File: src/rtl/mem_arb_pkg.sv
// Shared types and width constants for the dcache/icache to RAM arbiter.
package mem_arb_pkg;

  localparam int AW_DEF = 32;
  localparam int DW_DEF = 32;
  localparam int BCNT_W = 4;
  localparam int STAT_W = 32;

  typedef enum logic [1:0] {
    FREE   = 2'b00,
    BUSY   = 2'b01,
    ACCESS = 2'b10,
    ERROR  = 2'b11
  } ramstate_t;

  typedef enum logic [1:0] {
    NONE = 2'b00,
    DOWN = 2'b01,
    IOWN = 2'b10
  } owner_t;

endpackage

File: src/rtl/arb_burst_ctr.sv
// Counts consecutive dcache completions while the icache waits and raises
// forced once the icache must be granted next.
module arb_burst_ctr
  import mem_arb_pkg::*;
#(
  parameter int DBURST_MAX = 4
) (
  input  logic clk,
  input  logic srst,
  input  logic iren,
  input  logic dcomp,
  input  logic icomp,
  output logic forced
);

  localparam logic [BCNT_W-1:0] MAX = BCNT_W'(DBURST_MAX);

  logic [BCNT_W-1:0] count_reg;
  logic [BCNT_W-1:0] count_next;

  always_comb begin
    count_next = count_reg;
    if (icomp || !iren) begin
      count_next = '0;
    end else if (dcomp && (count_reg != MAX)) begin
      count_next = count_reg + 1'b1;
    end
  end

  always_ff @(posedge clk) begin
    if (srst) begin
      count_reg <= '0;
    end else begin
      count_reg <= count_next;
    end
  end

  // Looking at the post-update count lets the completion that reaches the
  // limit hand the port straight to the icache.
  assign forced = iren && (count_next == MAX);

endmodule

File: src/rtl/mem_arbiter.sv
// Arbitrates dcache and icache single-word requests onto one RAM port.
// Define MEM_ARB_STATS_EN to add the dgrants/igrants/stalls counters.
module mem_arbiter
  import mem_arb_pkg::*;
#(
  parameter int DBURST_MAX = 4,
  parameter int AW         = AW_DEF,
  parameter int DW         = DW_DEF
) (
  input  logic              CLK,
  input  logic              RST,
  input  logic              iREN,
  input  logic [AW-1:0]     iaddr,
  output logic              iwait,
  output logic [DW-1:0]     iload,
  input  logic              dREN,
  input  logic              dWEN,
  input  logic [AW-1:0]     daddr,
  input  logic [DW-1:0]     dstore,
  output logic              dwait,
  output logic [DW-1:0]     dload,
  output logic              ramREN,
  output logic              ramWEN,
  output logic [AW-1:0]     ramaddr,
  output logic [DW-1:0]     ramstore,
  input  logic [DW-1:0]     ramload,
`ifdef MEM_ARB_STATS_EN
  output logic [STAT_W-1:0] dgrants,
  output logic [STAT_W-1:0] igrants,
  output logic [STAT_W-1:0] stalls,
`endif
  input  ramstate_t         ramstate
);

  owner_t owner_reg;
  owner_t owner_next;
  logic   dreq;
  logic   own_req;
  logic   done;
  logic   dcomp;
  logic   icomp;
  logic   forced;

  assign dreq = dREN | dWEN;

  always_comb begin
    own_req = 1'b0;
    case (owner_reg)
      DOWN:    own_req = dreq;
      IOWN:    own_req = iREN;
      default: own_req = 1'b0;
    endcase
  end

  // A reset cycle never completes, so an abandoned transfer gives no pulse.
  assign done  = own_req && (ramstate == ACCESS) && !RST;
  assign dcomp = done && (owner_reg == DOWN);
  assign icomp = done && (owner_reg == IOWN);

  arb_burst_ctr #(
    .DBURST_MAX(DBURST_MAX)
  ) u_burst (
    .clk   (CLK),
    .srst  (RST),
    .iren  (iREN),
    .dcomp (dcomp),
    .icomp (icomp),
    .forced(forced)
  );

  always_ff @(posedge CLK) begin
    if (RST) begin
      owner_reg <= NONE;
    end else begin
      owner_reg <= owner_next;
    end
  end

  always_comb begin
    owner_next = owner_reg;
    if ((owner_reg == NONE) || done) begin
      if (dreq && !forced) begin
        owner_next = DOWN;
      end else if (iREN) begin
        owner_next = IOWN;
      end else begin
        owner_next = NONE;
      end
    end else if (!own_req) begin
      owner_next = NONE;
    end
  end

  always_comb begin
    ramREN   = 1'b0;
    ramWEN   = 1'b0;
    ramaddr  = '0;
    ramstore = '0;
    case (owner_reg)
      DOWN: begin
        ramaddr  = daddr;
        ramstore = dstore;
        ramWEN   = dWEN;
        ramREN   = dREN & ~dWEN;
      end
      IOWN: begin
        ramaddr = iaddr;
        ramREN  = iREN;
      end
      default: ;
    endcase
  end

  assign dwait = ~dcomp;
  assign iwait = ~icomp;
  assign dload = ramload;
  assign iload = ramload;

`ifdef MEM_ARB_STATS_EN
  logic [2:0]        stat_inc;
  logic [STAT_W-1:0] stat_reg [3];

  assign stat_inc[0] = dcomp;
  assign stat_inc[1] = icomp;
  assign stat_inc[2] = (dreq && (owner_reg != DOWN)) || (iREN && (owner_reg != IOWN));

  for (genvar gi = 0; gi < 3; gi++) begin : g_stat
    always_ff @(posedge CLK) begin
      if (RST) begin
        stat_reg[gi] <= '0;
      end else if (stat_inc[gi]) begin
        stat_reg[gi] <= stat_reg[gi] + 1'b1;
      end
    end
  end

  assign dgrants = stat_reg[0];
  assign igrants = stat_reg[1];
  assign stalls  = stat_reg[2];
`endif

endmodule

File: config.mk
export PLATFORM = sky130hd
export DESIGN_NAME = mem_arbiter
export DESIGN_NICKNAME = d
export VERILOG_FILES = /design/src/rtl/mem_arb_pkg.sv /design/src/rtl/arb_burst_ctr.sv /design/src/rtl/mem_arbiter.sv
export SDC_FILE = /design/constraint.sdc
export NUM_CORES = 1
export LEC_CHECK = 0
export ABC_AREA = 1
export CAP_MARGIN = 10
export CORE_AREA = 2 2 104 106
export CTS_BUF_LIST = sky130_fd_sc_hd__clkbuf_8 sky130_fd_sc_hd__clkbuf_16
export DETAILED_ROUTE_END_ITERATION = 8
export DIE_AREA = 0 0 106 108
export GPL_ROUTABILITY_DRIVEN = 0
export MAX_ROUTING_LAYER = met4
export PLACE_DENSITY_LB_ADDON = 0.25
export SLEW_MARGIN = 25
export SYNTH_ARGS = -nofsm -noshare
export SYNTH_HDL_FRONTEND = slang
export SYNTH_HIERARCHICAL = 1
export SYNTH_SLANG_ARGS = --single-unit
File: constraint.sdc
create_clock -name CLK -period 2.2 [get_ports CLK]
set_input_delay 0.44 -clock CLK [delete_from_list [all_inputs] [get_ports CLK]]
set_output_delay 0.44 -clock CLK [all_outputs]
set_load 0.01 [all_outputs]
==> impl_metrics.py, run 1 <==
metrics = {
    "clocking": {
        "htreeDepth": 1,
        "clkTransAtPathRegs_ns": 0.04,
        "cts_root_buf": "clkbuf_8",
        "clock_latency_ns": 0.22,
        "cts_sinks": 6,
        "hold_buffers": 0,
        "ctsLongestPathBuffers": 2,
        "cts_tree": "built",
        "numCtsBuffers": 3,
    },
    "routing": {
        "ant_nets": 0,
        "vias_per_cell": 3.89,
        "wire_per_inst_um": 13.2,
        "via_count": 2238,
        "drc": 0,
        "drtIter0Drc": 73,
        "wl_um": 7590,
        "firstDrtPassIters": 7,
    },
    "pwr": {
        "p_per_area_nw_per_um2": 239,
        "power.share.switching_pct": 32.0,
        "pwr-share-comb_pct": 64.9,
        "leakagePower_nw": 1.79,
        "clkPwrFrac_pct": 20.7,
        "vdd_drop_max_mv": 0.154,
        "p_int_mw": 0.543,
        "seqPwrFrac_pct": 14.3,
        "p_switching_mw": 0.255,
    },
    "yosys": {
        "synth_area_leader_cell": "buf_4",
        "syn-cell-area_um2": 1730,
        "synth.avg_cell_area_um2": 5.37,
        "yosysSeqAreaShare_pct": 6.95,
        "syn-num-nets": 463,
        "synthTopCellsByArea": "buf_4, nand2_1, inv_1",
        "ys_types": 17,
        "synth-seq-cells": 6,
        "synth_cells": 322,
        "synth-warning-count": 6,
        "yosysTopAreaCellShare_pct": 29.1,
        "async_flop_share_pct": 0,
        "synth_top_flop_cell": "dfxtp_1",
        "synth_edf_count": 0,
    },
    "layout": {
        "finalNonFillerCells": 575,
        "areaGrowthSynthToFinish_pct": 93.5,
        "final_common_cell": "clkdlybuf4s50_1",
        "nets": 582,
        "final_cell_mix": "clkdlybuf4s50_1, nand2_1, inv_1",
        "drive_above_1_share_pct": 9.11,
        "largest_reg_flops": 4,
        "n_antenna_cell": 0,
    },
    "timing": {
        "fmaxAchievable_ghz": 0.469,
        "whs_ns": 0.540,
        "rsz0062_at_grt": "yes",
        "timing.final.crit_share_pct": 96.9,
        "max-slew-margin-rel_pct": 85.8,
        "hold_viol": 0,
        "drv_slew": 0,
        "tns_ns": 0,
        "setup_viol": 0,
        "finalClockSkew_ns": 0.00770,
        "worst_slew_pin_slew_ns": 0.212,
        "min_period_ns": 2.13,
    },
    "place": {
        "dp_cells": 567,
        "port_buffers": 170,
        "dpl.hpwl_um": 5930,
    },
    "hold_path": {
        "worstHoldPathType": "flip-flop to flip-flop",
        "hold_depth": 2,
    },
    "die": {
        "die_w_um": 106,
        "dieArea_um2": 11400,
        "rows": 37,
        "die_y_um": 108,
        "ios": 267,
        "core_region_area_um2": 10200,
        "start_util_pct": 16.9,
    },
    "run_status": {
        "status": "finished clean",
    },
    "grt": {
        "grt_max_degree": 35,
        "track_usage_pct": 12.2,
        "antenna_found_initial": 0,
        "grt_pass1_vias": 2285,
        "overflow": 0,
        "grt_pass1_wl_um": 11200,
    },
    "critical_path": {
        "worstPathMaxFanout": 3,
        "end_kind": "primary output",
        "cp-start-kind": "input port",
        "cp.required_ns": 1.76,
        "critPathArrivalTime_ns": 1.69,
        "worstSetupPathType": "input port to primary output",
        "rr_worst_depth": 17,
    },
    "flow_run": {
        "maxCapViolCount": 0,
    },
}
==> cells in the mapped netlist (2+ instances only) <==
master	n
inv_1	49
a21oi_1	36
nand3_2	2
ha_1	6
nand2_1	119
buf_4	67
dfxtp_1	6
nor2_1	11
buf_2	11
nand3_1	4
nand4_1	4
inv_2	2
==> final cells by class <==
type / count / area [um2]
Clock buffer: 3 / 41.3
Fill cell: 1156 / 6890
Sequential cell: 6 / 121
Inverter: 51 / 191
Tap cell: 136 / 170
Timing Repair Buffer: 192 / 1930
Multi-Input combinational cell: 187 / 887
==> final timing paths <==
check,end,from,slack (ns)
worst min-delay path,owner_reg[1],owner_reg[1],0.54
worst max-delay path,dwait,RST,0.07
worst min register to register,owner_reg[1],owner_reg[1],0.54
worst max register to register,owner_reg[1],owner_reg[0],0.19
==> metrics by stage <==
stage               worst slack [ns]  total power [mW]  cell area [um2]  util [%]
finish                        0.0676             0.798             3340      32.7
global route                  -0.109             0.853             3340      32.7
CTS                          -0.0125             0.786             3230      31.6
detailed placement            -0.184             0.619             3210      31.4
global placement              -0.206             0.618             3210      31.4
floorplan                      0.367             0.391             1730         -
==> kinds of logic (layout without fill, tap and decap cells) <==
group,Yosys count,count (layout),synth area share (%)
and+or+nand+nor,144,144,34.6
buffers and inverters,129,246,43.4
AOI/OAI and AO/OA,37,37,10.7
adders and majority gates,6,6,4.34
DFF,6,6,6.95
==> metal layers <==
layer | GRT usage, % | vias up | part of all wire [%]
li1 | - | 1128 | -
met1 | 13.2 | 988 | 40
met2 | 23.1 | 103 | 52
met3 | 2.23 | 19 | 6.2
met4 | 3.10 | 0 | 1.8
met5 | - | - | 0
==> repair_timing <==
action,4_1_cts,5_1_grt
setup endpoints to repair,65,66
setup buffers,0,3
gates resized for setup,45,19
gates cloned,0,2
pin swaps,0,2
==> critical path, cell delays in order <==
cell and delay [ns]:
clkdlybuf4s50_1 0.44, nor2_1 0.10, nand2_1 0.08, inv_1 0.07, nand3_2 0.11, nor2_4 0.15
inv_1 0.04, dlygate4sd2_1 0.27
==> power by group through the flow <==
stage | Combinational [mW] | Sequential, mW | Clock [mW]
2_1_floorplan | 0.277 | 0.115 | 0
3_3_place_gp | 0.504 | 0.115 | 0
3_5_place_dp | 0.504 | 0.115 | 0
4_1_cts | 0.499 | 0.114 | 0.172
5_1_grt | 0.563 | 0.115 | 0.176
6_report | 0.518 | 0.114 | 0.165
No activity file was read; power rests on OpenSTA's default activity.
==> run 2: changes to the inputs <==
--- a/config.mk
+++ b/config.mk
@@ -7,10 +7,11 @@
 export LEC_CHECK = 0
 export ABC_AREA = 1
 export CAP_MARGIN = 10
-export CORE_AREA = 2 2 104 106
+export CORE_AREA = 2 2 103 105
 export CTS_BUF_LIST = sky130_fd_sc_hd__clkbuf_8 sky130_fd_sc_hd__clkbuf_16
+export CTS_CLUSTER_SIZE = 12
 export DETAILED_ROUTE_END_ITERATION = 8
-export DIE_AREA = 0 0 106 108
+export DIE_AREA = 0 0 105 107
 export GPL_ROUTABILITY_DRIVEN = 0
 export MAX_ROUTING_LAYER = met4
 export PLACE_DENSITY_LB_ADDON = 0.25
==> constraint.sdc (replaced) <==
create_clock -name CLK -period 2.7 [get_ports CLK]
set_input_delay 0.54 -clock CLK [delete_from_list [all_inputs] [get_ports CLK]]
set_output_delay 0.54 -clock CLK [all_outputs]
set_load 0.01 [all_outputs]
==> impl_metrics.py, run 2 (synthesis results as in run 1) <==
metrics = {
    "run_status": {
        "status": "finished clean",
    },
    "timing": {
        "fmaxAchievable_ghz": 0.387,
        "hold_viol": 0,
        "worst_slew_pin_slew_ns": 0.255,
        "setup_viol": 0,
        "drv_slew": 0,
        "tns_ns": 0,
        "finalClockSkew_ns": 0.00269,
        "min_period_ns": 2.58,
        "rsz0062_at_grt": "no",
        "timing.final.crit_share_pct": 95.6,
        "max-slew-margin-rel_pct": 83.0,
    },
    "routing": {
        "vias_per_cell": 3.89,
        "met3WireLength_um": 780,
        "drc": 0,
        "drtIter0Drc": 108,
        "ant_nets": 0,
        "wl_um": 7960,
        "top_layer": "met4",
        "met2_length_um": 4050,
        "via_count": 2206,
        "wl_met1_um": 3000,
        "wire_per_inst_um": 14.0,
        "firstDrtPassIters": 4,
    },
    "clocking": {
        "numCtsBuffers": 3,
        "ctsLongestPathBuffers": 2,
        "clock_latency_ns": 0.22,
        "cts_sinks": 6,
        "clkTransAtPathRegs_ns": 0.03,
        "cts_root_buf": "clkbuf_8",
        "cts_tree": "built",
        "htreeDepth": 1,
    },
    "pwr": {
        "power.share.switching_pct": 30.8,
        "seqPwrFrac_pct": 14.3,
        "vdd_drop_max_mv": 0.221,
        "p_switching_mw": 0.198,
        "clkPwrFrac_pct": 20.2,
        "pwr-share-comb_pct": 65.5,
        "p_int_mw": 0.445,
        "p_per_area_nw_per_um2": 196,
        "leakagePower_nw": 1.57,
    },
    "critical_path": {
        "crit_path_max_incr_delay_ns": 0.56,
        "end_kind": "primary output",
        "critPathArrivalTime_ns": 2.04,
        "worstSetupPathType": "flip-flop to primary output",
        "cp-start-kind": "flip-flop",
        "crit_chain": "inv_1, ha_4, clkinvlp_4, buf_4, a21oi_1, clkdlybuf4s50_1",
        "crit_family": "buffers and inverters",
        "worstPathMaxFanout": 7,
        "path_buf_inv": 4,
        "cp_slowest_cell": "clkdlybuf4s50_1",
        "cp.required_ns": 2.16,
    },
    "die": {
        "start_util_pct": 17.1,
        "ios": 267,
        "die_y_um": 107,
        "rows": 37,
        "die_w_um": 105,
        "dieArea_um2": 11200,
        "core_region_area_um2": 10100,
    },
    "layout": {
        "design_area_um2": 3270,
        "final_cell_mix": "clkdlybuf4s50_1, nand2_1, inv_1",
        "largest_reg_flops": 4,
        "final_common_cell": "clkdlybuf4s50_1",
        "n_antenna_cell": 0,
        "nets": 574,
        "drive_above_1_share_pct": 6.50,
        "areaGrowthSynthToFinish_pct": 89.2,
    },
    "grt": {
        "grt_max_degree": 38,
        "track_usage_pct": 13.4,
        "grt_pass1_vias": 2140,
        "grt_pass1_wl_um": 11800,
        "antenna_found_initial": 0,
        "overflow": 0,
    },
    "place": {
        "port_buffers": 170,
        "place_area_um2": 3170,
        "dpl.hpwl_um": 6720,
    },
    "flow_run": {
        "maxCapViolCount": 0,
    },
    "hold_path": {
        "worstHoldPathType": "flip-flop to flip-flop",
    },
}
[run 2: cell count changes in the layout (fill, tap and decap cells not counted), sizes merged]
cell	before	now
clkbuf	6	3
inv	51	50
dlygate4sd2	37	0
dlymetal6s2s	11	9
clkdlybuf4s50	121	161
buf	20	14
clkinvlp	0	1
[run 2: worst paths after layout]
kind	startpoint	end	slack, ns	cells after the start
hold / removal	owner_reg[1]	owner_reg[1]	0.51	2
hold reg to reg	owner_reg[1]	owner_reg[1]	0.51	2
setup reg to reg	owner_reg[1]	owner_reg[1]	0.52	16
setup / recovery	owner_reg[1]	ramaddr[10]	0.12	6
[run 2: repair_timing]
action	CTS	global route
setup buffers	2	0
resized for setup	1	12
hold buffers	0	0
setup endpoints to repair	2	33
pin swaps	0	0
endpoints found under the hold margin	0	0
[run 2: power by group through the flow]
stage          combinational, mW  sequential (mW)  clock (mW)
2_1_floorplan              0.225           0.0936           0
3_3_place_gp               0.415           0.0932           0
3_5_place_dp               0.415           0.0933           0
4_1_cts                    0.425           0.0920       0.133
5_1_grt                    0.455           0.0921       0.142
6_report                   0.421           0.0920       0.130
[run 2: stage by stage]
step,hold WS (ns),utilization [%],std cells,setup WS [ns],total power [mW]
after global routing,0.564,32.4,567,0.00635,0.689
after global placement,0.496,31.4,562,0.144,0.508
after detailed placement,0.504,31.4,562,0.135,0.509
after CTS,0.509,32.0,567,0.0000693,0.650
final,0.515,32.4,567,0.119,0.642
after floorplan,0.471,-,322,0.865,0.319
[run 2: worst register-to-register path, stage by stage (launching register included)]
cell and delay [ns]:
dfxtp_1 0.32, inv_1 0.13, ha_2 0.27, buf_4 0.26, inv_1 0.06, nor2_1 0.15, buf_4 0.15, nand2_4 0.06
inv_2 0.06, nand2_1 0.04, nand3_1 0.09, nand2_1 0.06, nor2_1 0.11, nor2_1 0.07, nor2_1 0.08, nand2_1 0.06
a21oi_1 0.14
[run 2: per-layer routing]
layer	track usage [%]	up-vias
met2	24.2	136
met1	14.0	943
li1	-	1113
met5	-	-
met3	4.98	14
met4	3.05	0
[run 2: final cells by class]
type                       instances  area [um2]
fill                            1114        6820
timing repair buffer             184        1870
multi-input combinational        187         876
inverter                          51         195
tap                              136         170
sequential                         6         120
clock buffer                       3        41.3
==> run 3: changes to the inputs <==
--- a/config.mk
+++ b/config.mk
@@ -7,11 +7,12 @@
 export LEC_CHECK = 0
 export ABC_AREA = 1
 export CAP_MARGIN = 10
-export CORE_AREA = 2 2 103 105
+export CORE_AREA = 2 2 104 106
 export CTS_BUF_LIST = sky130_fd_sc_hd__clkbuf_8 sky130_fd_sc_hd__clkbuf_16
+export CTS_CLUSTER_DIAMETER = 120
 export CTS_CLUSTER_SIZE = 12
 export DETAILED_ROUTE_END_ITERATION = 8
-export DIE_AREA = 0 0 105 107
+export DIE_AREA = 0 0 106 108
 export GPL_ROUTABILITY_DRIVEN = 0
 export MAX_ROUTING_LAYER = met4
 export PLACE_DENSITY_LB_ADDON = 0.25
==> constraint.sdc (replaced) <==
create_clock -name CLK -period 2.4 [get_ports CLK]
set_input_delay 0.48 -clock CLK [delete_from_list [all_inputs] [get_ports CLK]]
set_output_delay 0.48 -clock CLK [all_outputs]
set_load 0.01 [all_outputs]
==> impl_metrics.py, run 3 (synthesis results as in run 1) <==
metrics = {
    "timing": {
        "finalClockSkew_ns": 0.00377,
        "max-slew-margin-rel_pct": 84.7,
        "setup_viol": 0,
        "drv_slew": 0,
        "rsz0062_at_grt": "no",
        "min_period_ns": 2.27,
        "worst_slew_pin_slew_ns": 0.229,
        "timing.final.crit_share_pct": 94.8,
        "fmaxAchievable_ghz": 0.440,
        "hold_viol": 0,
        "whs_ns": 0.507,
    },
    "critical_path": {
        "crit_path_frequent_cell": "inv_1",
        "path_buf_inv": 4,
        "rr_startpoint": "owner_reg[0]",
        "cp_slowest_cell": "clkdlybuf4s50_1",
        "crit_path_max_incr_delay_ns": 0.55,
        "crit_family": "buffers and inverters",
        "critPathArrivalTime_ns": 1.79,
        "rr_worst_depth": 17,
        "worstPathMaxFanout": 30,
        "end_kind": "primary output",
        "cp-start-kind": "flip-flop",
        "crit_chain": "inv_1, ha_4, buf_8, nand2_1, inv_1, clkdlybuf4s50_1",
        "worstSetupPathType": "flip-flop to primary output",
        "cp.required_ns": 1.92,
        "worstReg2RegEnd": "owner_reg[1]",
        "worst-r2r-setup-slack_ns": 0.37,
    },
    "grt": {
        "antenna_found_initial": 0,
        "overflow": 0,
        "track_usage_pct": 12.1,
        "grt_max_degree": 35,
        "grt_pass1_wl_um": 11200,
        "grt_pass1_vias": 2255,
    },
    "clocking": {
        "hold_buffers": 0,
        "cts_tree": "built",
        "htreeDepth": 1,
        "post_cts_buffers": 0,
        "numCtsBuffers": 3,
        "ctsLongestPathBuffers": 2,
        "cts_root_buf": "clkbuf_8",
        "cts_sinks": 6,
        "clock_latency_ns": 0.22,
        "clkTransAtPathRegs_ns": 0.04,
    },
    "hold_path": {
        "hold_depth": 2,
        "holdPathEnd": "owner_reg[1]",
        "hold_path.startpoint": "owner_reg[1]",
        "worstHoldPathType": "flip-flop to flip-flop",
    },
    "routing": {
        "drc": 0,
        "ant_nets": 0,
        "vias_per_cell": 3.92,
        "wl_um": 7200,
        "drtIter0Drc": 129,
        "wire_per_inst_um": 12.8,
        "firstDrtPassIters": 4,
        "via_count": 2206,
    },
    "layout": {
        "n_antenna_cell": 0,
        "final_cell_mix": "clkdlybuf4s50_1, nand2_1, inv_1",
        "drive_above_1_share_pct": 5.62,
        "areaGrowthSynthToFinish_pct": 84.0,
        "final_common_cell": "clkdlybuf4s50_1",
        "nets": 570,
        "largest_reg_flops": 4,
    },
    "die": {
        "ios": 267,
        "core_region_area_um2": 10200,
        "die_y_um": 108,
        "rows": 37,
        "die_w_um": 106,
        "start_util_pct": 16.9,
        "dieArea_um2": 11400,
    },
    "pwr": {
        "p_per_area_nw_per_um2": 220,
        "vdd_drop_max_mv": 0.119,
        "total_power_mw": 0.700,
        "leakagePower_nw": 1.55,
    },
    "flow_run": {
        "maxCapViolCount": 0,
    },
    "run_status": {
        "status": "finished clean",
    },
    "place": {
        "port_buffers": 170,
        "dpl.hpwl_um": 5850,
    },
}
[run 3: how the worst max path moves through the flow]
stage                     slack, ns           end    startpoint  cells past startpoint
after floorplan                0.57  owner_reg[1]  owner_reg[0]                     17
after global placement        -0.09         dwait          dWEN                      7
after detailed placement      -0.09         dwait          dWEN                      7
after CTS                      0.06  ramstore[28]  owner_reg[1]                      6
after global routing          0.009  ramstore[24]  owner_reg[1]                      6
final                          0.13  ramstore[24]  owner_reg[1]                      6
[run 3: power breakdown]
part	total (mW)	switching (mW)	leakage, nW	internal [mW]
Clock	0.148	0.0409	0.0216	0.108
Combinational	0.446	0.177	1.48	0.269
Sequential	0.105	0.00278	0.0489	0.103
Total	0.700	0.221	1.55	0.479
[run 3: timing repair]
| action | 4_1_cts | 5_1_grt |
|---|---|---|
| endpoints found under the setup margin | 65 | 7 |
| pin swaps | 0 | 0 |
| cloned | 0 | 0 |
| resized for setup | 41 | 1 |
[run 3: routing by layer]
layer	wire (um)	GRT usage, %
met1	2840	13.6
met3	554	2.41
met5	0	-
met4	171	3.95
met2	3640	21.7
[run 3: metrics by stage]
step	setup WS [ns]	area [um2]	utilization, %	cells	setup TNS, ns
after floorplan	0.567	1730	-	322	0
after global placement	-0.0874	3160	30.9	560	-0.173
after detailed placement	-0.0945	3160	30.9	560	-0.205
after CTS	0.0650	3180	31.0	563	0
after global routing	0.00892	3180	31.1	563	0
final	0.125	3180	31.1	563	0
[run 3: worst reg2reg max path: cells and delay by family, from the launching register on]
family / cells / cell delay (ns)
AND/OR/NAND/NOR: 12 / 0.95
buffers and inverters: 3 / 0.27
adder cells (fa/ha/maj): 1 / 0.26
flip-flops: 1 / 0.34
AO/OA/AOI/OAI: 1 / 0.12
[run 3: area by class of cell]
cell class / instances / area [um2]
repair buffers: 180 / 1780
well taps: 136 / 170
fillers: 1137 / 7050
clock buffers: 3 / 41.3
multi-input cells: 187 / 877
inverters: 51 / 191
flip-flops and latches: 6 / 121
